--- src/rtl/mii_tx_pkg.sv ---
// rtl/mii_tx_pkg.sv - shared types and constants for the MII transmitter
package mii_tx_pkg;

    typedef enum logic [2:0] {
        ST_IDLE = 3'd0,
        ST_LO   = 3'd1,
        ST_HI   = 3'd2,
        ST_IFG  = 3'd3,
        ST_DROP = 3'd4
    } state_t;

    // 96 bit times at four bits per nibble clock
    localparam int IFG_NIBBLES_DEFAULT = 24;

    // FIFO entry is {last, byte}
    localparam int FIFO_ENTRY_W = 9;

endpackage

--- src/rtl/mii_tx_fifo.sv ---
// rtl/mii_tx_fifo.sv - synchronous FIFO with full/empty flags and registered ready
// Ports:
//   clk, rst_n        clock, asynchronous active-low reset
//   wr_en, wr_data    write request and data
//   rd_en, rd_data    pop request; rd_data always shows the head entry
//   full, empty       occupancy flags
//   ready             registered !full, held low while in reset
module mii_tx_fifo #(
    parameter int DEPTH = 4,
    parameter int WIDTH = 9
) (
    input  logic             clk,
    input  logic             rst_n,
    input  logic             wr_en,
    input  logic [WIDTH-1:0] wr_data,
    input  logic             rd_en,
    output logic [WIDTH-1:0] rd_data,
    output logic             full,
    output logic             empty,
    output logic             ready
);
    localparam int AW = $clog2(DEPTH);
    localparam logic [AW:0] FULL_COUNT = (AW+1)'(DEPTH);

    logic [WIDTH-1:0] mem [DEPTH];
    logic [AW-1:0]    wr_ptr;
    logic [AW-1:0]    rd_ptr;
    logic [AW:0]      count;
    logic [AW:0]      count_n;
    logic             do_wr;
    logic             do_rd;

    assign full    = (count == FULL_COUNT);
    assign empty   = (count == '0);
    // A simultaneous read lets a write through when full, and a simultaneous
    // write lets a read through when empty; the count is unchanged either way.
    assign do_wr   = wr_en && (!full || rd_en);
    assign do_rd   = rd_en && (!empty || wr_en);
    assign rd_data = mem[rd_ptr];

    always_comb begin
        count_n = count;
        if (do_wr && !do_rd) begin
            count_n = count + (AW+1)'(1);
        end else if (do_rd && !do_wr) begin
            count_n = count - (AW+1)'(1);
        end
    end

    always_ff @(posedge clk) begin
        if (do_wr) begin
            mem[wr_ptr] <= wr_data;
        end
    end

    always_ff @(posedge clk or negedge rst_n) begin
        if (!rst_n) begin
            wr_ptr <= '0;
            rd_ptr <= '0;
            count  <= '0;
            ready  <= 1'b0;
        end else begin
            if (do_wr) begin
                wr_ptr <= wr_ptr + AW'(1);
            end
            if (do_rd) begin
                rd_ptr <= rd_ptr + AW'(1);
            end
            count <= count_n;
            ready <= (count_n != FULL_COUNT);
        end
    end

endmodule

--- src/rtl/mii_tx.sv ---
// rtl/mii_tx.sv - MII nibble transmitter: byte FIFO, nibble serialiser, inter-frame gap, underrun handling
// Optional feature macro: MII_TX_UNDERRUN_EN (underrun flagged on TX_ER with TX_EN held, instead of TX_EN dropping)
// Ports:
//   in_txc, in_rst_n              nibble clock, asynchronous active-low reset
//   in_txen, in_txd, in_txlast    upstream byte stream (transfer when in_txen && out_ready)
//   out_ready                     FIFO can accept a byte
//   out_txen, out_txd, out_txer   MII TX_EN / TXD / TX_ER
//   out_busy                      transmitter not idle
module mii_tx
    import mii_tx_pkg::*;
#(
    parameter int FIFO_DEPTH  = 4,
    parameter int IFG_NIBBLES = IFG_NIBBLES_DEFAULT
) (
    input  logic       in_txc,
    input  logic       in_rst_n,
    input  logic       in_txen,
    input  logic [7:0] in_txd,
    input  logic       in_txlast,
    output logic       out_ready,
    output logic       out_txen,
    output logic [3:0] out_txd,
    output logic       out_txer,
    output logic       out_busy
);
    localparam int GAP_W = $clog2(IFG_NIBBLES + 1);
    localparam logic [GAP_W-1:0] GAP_LOAD = GAP_W'(IFG_NIBBLES - 1);

    state_t                  state, state_n;
    logic [GAP_W-1:0]        gap, gap_n;
    logic [3:0]              held_hi, held_hi_n;
    logic                    held_last, held_last_n;
    logic                    txen_q, txen_n;
    logic [3:0]              txd_q, txd_n;
    logic                    load;
    logic                    pop;
    logic                    fifo_wr;
    logic                    fifo_full;
    logic                    fifo_empty;
    logic [FIFO_ENTRY_W-1:0] fifo_head;
`ifdef MII_TX_UNDERRUN_EN
    logic                    urun, urun_n;
    logic                    txer_q, txer_n;
`endif

    assign fifo_wr = in_txen && out_ready && !fifo_full;

    mii_tx_fifo #(
        .DEPTH (FIFO_DEPTH),
        .WIDTH (FIFO_ENTRY_W)
    ) u_fifo (
        .clk     (in_txc),
        .rst_n   (in_rst_n),
        .wr_en   (fifo_wr),
        .wr_data ({in_txlast, in_txd}),
        .rd_en   (pop),
        .rd_data (fifo_head),
        .full    (fifo_full),
        .empty   (fifo_empty),
        .ready   (out_ready)
    );

    always_comb begin
        state_n     = state;
        gap_n       = gap;
        held_hi_n   = held_hi;
        held_last_n = held_last;
        txen_n      = 1'b0;
        txd_n       = 4'h0;
        load        = 1'b0;
        pop         = 1'b0;
`ifdef MII_TX_UNDERRUN_EN
        urun_n      = urun;
        txer_n      = 1'b0;
`endif
        case (state)
            ST_IDLE: begin
                if (!fifo_empty) begin
                    load = 1'b1;
                end
            end
            ST_LO: begin
                txen_n  = 1'b1;
                txd_n   = held_hi;
                state_n = ST_HI;
            end
            ST_HI: begin
                if (held_last) begin
                    gap_n   = GAP_LOAD;
                    state_n = ST_IFG;
`ifdef MII_TX_UNDERRUN_EN
                end else if (urun) begin
                    // Keep signalling the error until a byte shows up, then
                    // throw away the rest of the frame.
                    if (fifo_empty) begin
                        txen_n = 1'b1;
                        txer_n = 1'b1;
                    end else begin
                        pop    = 1'b1;
                        urun_n = 1'b0;
                        if (fifo_head[FIFO_ENTRY_W-1]) begin
                            gap_n   = GAP_LOAD;
                            state_n = ST_IFG;
                        end else begin
                            state_n = ST_DROP;
                        end
                    end
`endif
                end else if (!fifo_empty) begin
                    load = 1'b1;
                end else begin
`ifdef MII_TX_UNDERRUN_EN
                    txen_n = 1'b1;
                    txer_n = 1'b1;
                    urun_n = 1'b1;
`else
                    state_n = ST_DROP;
`endif
                end
            end
            ST_IFG: begin
                // The last gap clock starts a waiting frame directly, so the
                // gap is exactly IFG_NIBBLES clocks rather than one more.
                if (gap == '0) begin
                    if (!fifo_empty) begin
                        load = 1'b1;
                    end else begin
                        state_n = ST_IDLE;
                    end
                end else begin
                    gap_n = gap - GAP_W'(1);
                end
            end
            ST_DROP: begin
                if (!fifo_empty) begin
                    pop = 1'b1;
                    if (fifo_head[FIFO_ENTRY_W-1]) begin
                        gap_n   = GAP_LOAD;
                        state_n = ST_IFG;
                    end
                end
            end
            default: state_n = ST_IDLE;
        endcase

        if (load) begin
            pop         = 1'b1;
            txen_n      = 1'b1;
            txd_n       = fifo_head[3:0];
            held_hi_n   = fifo_head[7:4];
            held_last_n = fifo_head[FIFO_ENTRY_W-1];
            state_n     = ST_LO;
        end
    end

    always_ff @(posedge in_txc or negedge in_rst_n) begin
        if (!in_rst_n) begin
            state     <= ST_IDLE;
            gap       <= '0;
            held_hi   <= 4'h0;
            held_last <= 1'b0;
            txen_q    <= 1'b0;
            txd_q     <= 4'h0;
`ifdef MII_TX_UNDERRUN_EN
            urun      <= 1'b0;
            txer_q    <= 1'b0;
`endif
        end else begin
            state     <= state_n;
            gap       <= gap_n;
            held_hi   <= held_hi_n;
            held_last <= held_last_n;
            txen_q    <= txen_n;
            txd_q     <= txd_n;
`ifdef MII_TX_UNDERRUN_EN
            urun      <= urun_n;
            txer_q    <= txer_n;
`endif
        end
    end

    assign out_txen = txen_q;
    assign out_txd  = txd_q;
    assign out_busy = (state != ST_IDLE);
`ifdef MII_TX_UNDERRUN_EN
    assign out_txer = txer_q;
`else
    assign out_txer = 1'b0;
`endif

endmodule

--- config.mk ---
export PLATFORM = sky130hd
export DESIGN_NAME = mii_tx
export DESIGN_NICKNAME = d
export VERILOG_FILES = /design/src/rtl/mii_tx_pkg.sv /design/src/rtl/mii_tx_fifo.sv /design/src/rtl/mii_tx.sv
export SDC_FILE = /design/constraint.sdc
export NUM_CORES = 1
export LEC_CHECK = 0
export CELL_PAD_IN_SITES_DETAIL_PLACEMENT = 1
export CELL_PAD_IN_SITES_GLOBAL_PLACEMENT = 1
export CORE_AREA = 2 2 76 78
export DETAILED_ROUTE_END_ITERATION = 6
export DIE_AREA = 0 0 78 80
export PLACE_DENSITY = 0.78
export SYNTH_ARGS = -nofsm -noshare
export SYNTH_HDL_FRONTEND = slang
export SYNTH_SLANG_ARGS = --single-unit
--- constraint.sdc ---
create_clock -name in_txc -period 3.25 [get_ports in_txc]
set_input_delay 0.8125 -clock in_txc [delete_from_list [all_inputs] [get_ports in_txc]]
set_output_delay 0.8125 -clock in_txc [all_outputs]
set_load 0.01 [all_outputs]
# Word-level counts from Yosys, hierarchy flattened
# Memory sizes are Yosys's and may differ from the RTL's.
# Cells that the tools add are included.
op_classes:
  addsub: 5
  eq_ne: 16
  n_mux: 27
  reduce_logical: 19
op_table:
  columns: ["cell", "n"]
  rows:
  - ["$mux 3", 9]
  - ["$mux 5", 4]
  - ["$ne 3x3->1 const B", 5]
  - ["$pmux 3 s5", 1]
  - ["$pmux 5 s3", 1]
  - ["$ne 2x2->1 const B", 5]
  - ["$mux 1", 9]
  - ["$mux 4", 2]
  - ["$eq 3x2->1 const B", 2]
  - ["$eq 3x3->1 const B", 2]
  - ["$logic_and 1x1->1", 6]
  - ["$logic_not 3->1", 2]
  - ["$reduce_and 6->1", 1]
  - ["$reduce_bool 3->1", 2]
  - ["$logic_not 5->1", 1]
  - ["$reduce_and 5->1", 1]
  - ["$sub 5x1->5 const B", 1]
  - ["$add 2x1->2 const B", 2]
  - ["$logic_not 1->1", 4]
  - ["$ne 4x4->1 const B", 1]
  - ["$add 3x1->3 const B", 1]
  - ["$eq 3x1->1 const B", 1]
  - ["$pmux 1 s3", 1]
  - ["$sub 3x1->3 const B", 1]
  - ["$logic_or 1x1->1", 2]
totals:
  reg_bits: 26
  mem_bits_rw: 36
  inputBits: 12
  out_inout_bits: 8
  word_cells: 78
  n_memories: 1
memory_table:
  columns: ["memory", "words", "word_bits", "read_ports", "rd_ports_with_merged_regs", "write_ports", "line", "source"]
  rows:
  - ["u_fifo.mem", 4, 9, 1, 0, 1, "mii_tx_fifo.sv:25", "logic [WIDTH-1:0] mem [DEPTH];"]

# Depth between registers and ports, before layout
logic_depth:
  word_depth: 12
  mapped_depth: 8
  mapped_depth_nobuf: 7

# Cells and area by module
# A second synthesis with hierarchy kept.
unflattened:
  hier_cells: 192
  area_unflattened_um2: 2790.2
modules_own_cells:
  columns: ["mod", "n_inst", "cells_per_inst", "area_each_um2", "seq_area_each_um2"]
  rows:
  - ["mii_tx_fifo", 1, 104, 1854.3, 1281.2]
  - ["mii_tx", 1, 88, 935.9, 450.4]

# Least setup slack after synthesis
# OpenSTA, ideal clock, no wires.
synth_timing:
  kind: "register to register"
  start: "register gap[0]"
  end: "register u_fifo.ready"
  setup_ps: 134
  arrival_time_ps: 1952
  t_required_ps: 3116
  slack_ps: 1163
  path_stages_with_launch: 8
  path_buffers: 0
  period_less_slack_ps: 2087
  cell_sequence: "dfrtp_1 > inv_1 > ha_1 > or4b_4 > o22a_1 > or4_4 > o21ai_2 > o211ai_2"
synth_between:
  elab_chain_cells: 11
  word_cells_on_any_way: 14
  classes_between: "eq/ne (1); mux (5); reduce/logical (8)"
synth_rtl:
  columns: ["item", "line", "source"]
  rows:
  - ["from (decl)", "mii_tx.sv:30", "logic [GAP_W-1:0] gap, gap_n;"]
  - ["from (signal assigned)", "mii_tx.sv:170", "gap <= gap_n;"]
  - ["$logic_not 5->1 *", "mii_tx.sv:124", "if (gap == '0) begin"]
  - ["$mux 1 *", "mii_tx.sv:124", null]
  - ["$pmux 1 s3 *", "mii_tx.sv:76", "case (state)"]
  - ["$mux 1 *", "mii_tx.sv:146", "if (load) begin"]
  - ["$logic_or 1x1->1", "mii_tx_fifo.sv:37", "assign do_wr = wr_en && (!full || rd_en);"]
  - ["$logic_and 1x1->1", "mii_tx_fifo.sv:37", null]
  - ["$logic_not 1->1", "mii_tx_fifo.sv:45", "end else if (do_rd && !do_wr) begin"]
  - ["$logic_and 1x1->1", "mii_tx_fifo.sv:45", null]
  - ["$mux 3", "mii_tx_fifo.sv:45", null]
  - ["$mux 3 *", "mii_tx_fifo.sv:43", "if (do_wr && !do_rd) begin"]
  - ["$ne 3x3->1 *", "mii_tx_fifo.sv:70", "ready <= (count_n != FULL_COUNT);"]
  - ["to (signal assigned)", "mii_tx_fifo.sv:70", null]
  - ["to (decl)", "mii_tx_fifo.sv:20", "output logic ready"]
# Every way passes the cells marked *; elsewhere a longest branch is shown, timed or not.
# A chain may end at the register's enable or synchronous reset.

# Final worst setup path
layout_timing:
  start: "register state[1]"
  end: "output out_busy"
layout_between:
  elab_chain_cells: 1
layout_rtl:
  columns: ["item", "line", "source"]
  rows:
  - ["from (decl)", "mii_tx.sv:29", "state_t state, state_n;"]
  - ["from (signal assigned)", "mii_tx.sv:169", "state <= state_n;"]
  - ["$reduce_bool 3->1", "mii_tx.sv:184", "assign out_busy = (state != ST_IDLE);"]
  - ["to (decl)", "mii_tx.sv:24", "output logic out_busy"]
# Every way passes these cells.

==> qor.csv <==
metric,value,unit
cp-startpoint,state[1],
cts_max_path_buffers,2,
hold_viol,0,
wl_met2,2516,um
cts_max_level,3,
die_area,0.006240,sq mm
cp.required,2.44,ns
critical_path.slowest_cell,dfrtp_1,
r2r_slack,0.84,ns
synth_enable_flop_cells,36,
netlist_instances,185,
route.vias.total,1560,
power_frac_comb,0.334,
ant_nets,0,
grt_max_degree,27,
vias_per_cell,5.455,
p_int,1.938,mW
worstHoldEndpoint,out_txd[1],
postCtsHoldBufs,0,
fin_crit_sh,0.7899,
yosysMostFrequentCell,edfxtp_1,
drt_wl_total,5171,um
syn_area,0.002730,sq mm
swShare,0.3262,
ys_ff_latch,62,
first_iter_violations,51,
dp_hpwl,3807,um
dp.cells,270,
io_pins,20,
grt_usage,0.1912,
path_depth,2,
arrival,1.75,ns
hold_path_depth,1,
yosys.area.top_type,edfxtp_1,
crit_fanout,12,
diodes,0,
top_layer,met4,
max_freq,0.3896,GHz
crit_buf_inv,1,
io_buffers,18,
synth_cell_types,48,
cp-start-kind,flop,
outcome,"finished, final reports clean",
ff2ff_path_depth,6,
slew_headroom,0.4761,
grt_pass1_vias,1700,
clock_latency,0.34,ns
synthArstFlopShare,0.4194,
crit_path_end_kind,output pin,
yosys-top-cells-count,"edfxtp_1 (36), dfrtp_1 (26), nor2_1 (11)",
ys_seq_area_frac,0.6343,
met1_length,2407,um
rr_endpoint,held_last,
synthFlopType,edfxtp_1,
synth_top_area_frac,0.3960,
setup-tns-final,0,ns
p_per_area,908.7,mW/mm^2
nNetsFinal,230,
overflow,0,
cts_tree,yes,
yosys-top-cells-area,"edfxtp_1 (40%), dfrtp_1 (24%), mux4_2 (7.4%), ha_1 (4.1%), mux2_2 (2.5%)",
rsz0062_at_grt,false,
cp_cell_sequence,or3_1 -> clkdlybuf4s50_1,
hp-class,reg2reg,
ir_drop,0.0004006,V
wl_per_cell,18.08,um
die-width,78,um
crit_family,flip-flops,
rows,27,
numCtsBuffers,9,
worst_pin_slew,0.7842,ns
setup_violations,0,
r2r_start,gap[0],
slowest_delay,0.52,ns
yosysWarnings,0,
die_y,80,um
fin_crit,2.567,ns
max_cap_violations,0,
finClkSkew,0.008221,ns
cts_sinks,62,
synth_fp_nets,206,
design_power_total,2.877,mW
cts_resized,0,
slew_viol_final,0,
grt_first_pass_wirelength,8714,um
met3WireLength,131,um
path_clk_slew,0.07,ns
gp_congestion,0.7389,
avgSynthCellArea,14.76,sq um
drc,0,
start_util,0.5051,
root_buffer,clkbuf_8,
dr.pass1.iters,4,
drive_gt1_frac,0.1869,
cts_setup_buffers,0,
core,0.005405,sq mm
holdCritStartpoint,held_hi[1],
fillCellCount,534,
synthToLayoutAreaGrowth,15.95,%
stdcell_count,286,
netSwitchingPower,0.9383,mW
worstSetupPathType,reg2out,
clkPwrFrac,0.227,
antenna_found_initial,0,
p_leak,1.202,nW
p_seq_frac,0.439,
[power by group through the flow]
stage | logic [mW] | clock network (mW) | registers (mW)
detailed placement | 0.972 | 0 | 1.28
floorplan | 0.744 | 0 | 1.20
global route | 1.08 | 0.702 | 1.30
finish | 0.960 | 0.654 | 1.26
CTS | 0.977 | 0.673 | 1.26
global placement | 0.903 | 0 | 1.25
[metrics by stage]
step                hold WS, ns    util  worst slack (ns)  area [sq um]
floorplan                0.4620       -             1.163          2730
global placement         0.4725  0.5500            0.8493          2973
detailed placement       0.4883  0.5500            0.7928          2973
CTS                      0.5082  0.5856            0.6692          3166
global route             0.5308  0.5856            0.5846          3166
finish                   0.5072  0.5856            0.6830          3166
[cell usage in the layout, fill, tap and decap left out, types with 2 or more instances in the layout]
cell type / n
a22o_1: 4
xnor2_1: 4
clkdlybuf4s50_1: 18
a21oi_1: 5
edfxtp_1: 36
o21ai_0: 4
or3_1: 2
nor2_1: 11
nor3_1: 5
clkbuf_8: 10
a31oi_1: 2
o22a_1: 2
mux2_2: 6
dfrtp_1: 26
nor4b_1: 2
inv_1: 8
or2_2: 2
nand2_1: 8
mux4_2: 9
buf_4: 3
clkinv_2: 2
clkbuf_1: 2
nand3b_1: 2
ha_1: 9
and2_1: 5
nand2b_1: 3
o21a_1: 2
[registers in the layout, indices dropped and copies added (netlist names)]
signal / count
state: 3
out_txen: 1
u_fifo.rd_ptr: 2
held_hi: 4
u_fifo.ready: 1
out_txd: 4
u_fifo.mem: 36
gap: 5
u_fifo.wr_ptr: 2
u_fifo.count: 3
held_last: 1
[how the worst max path moves through the flow]
stage | end | slack, ns
after floorplan | u_fifo.ready | 1.16
after global placement | u_fifo.count[2] | 0.85
after detailed placement | u_fifo.count[2] | 0.79
after CTS | out_busy | 0.67
after global routing | held_hi[0] | 0.58
final | out_busy | 0.68
[area by class of cell]
type,count,area (sq um),area share
clock buffers,12,145.1,0.04585
clock inverters,4,47.55,0.01502
inverters,8,30.03,0.009486
multi-input cells,107,918.4,0.2901
flip-flops and latches,62,1732,0.5470
well taps,72,90.09,0.02846
repair buffers,21,202.7,0.06403
[cells by family after synthesis]
family | after synthesis | share of synthesized area
AOI/OAI and AO/OA | 28 | 0.07470
xor gates and xnor gates | 5 | 0.01604
adders and majority gates | 9 | 0.04125
buffers and inverters | 16 | 0.02933
DFF | 62 | 0.6343
muxes | 16 | 0.1027
other | 1 | 0.001374
and+or+nand+nor | 48 | 0.1004
[metal layers]
layer	track usage	vias to the layer above
li1	-	732
met1	0.2466	786
met2	0.2983	30
met3	0.04299	12
met4	0.1123	0
met5	0	-
Power figures use the tool's default switching activity.
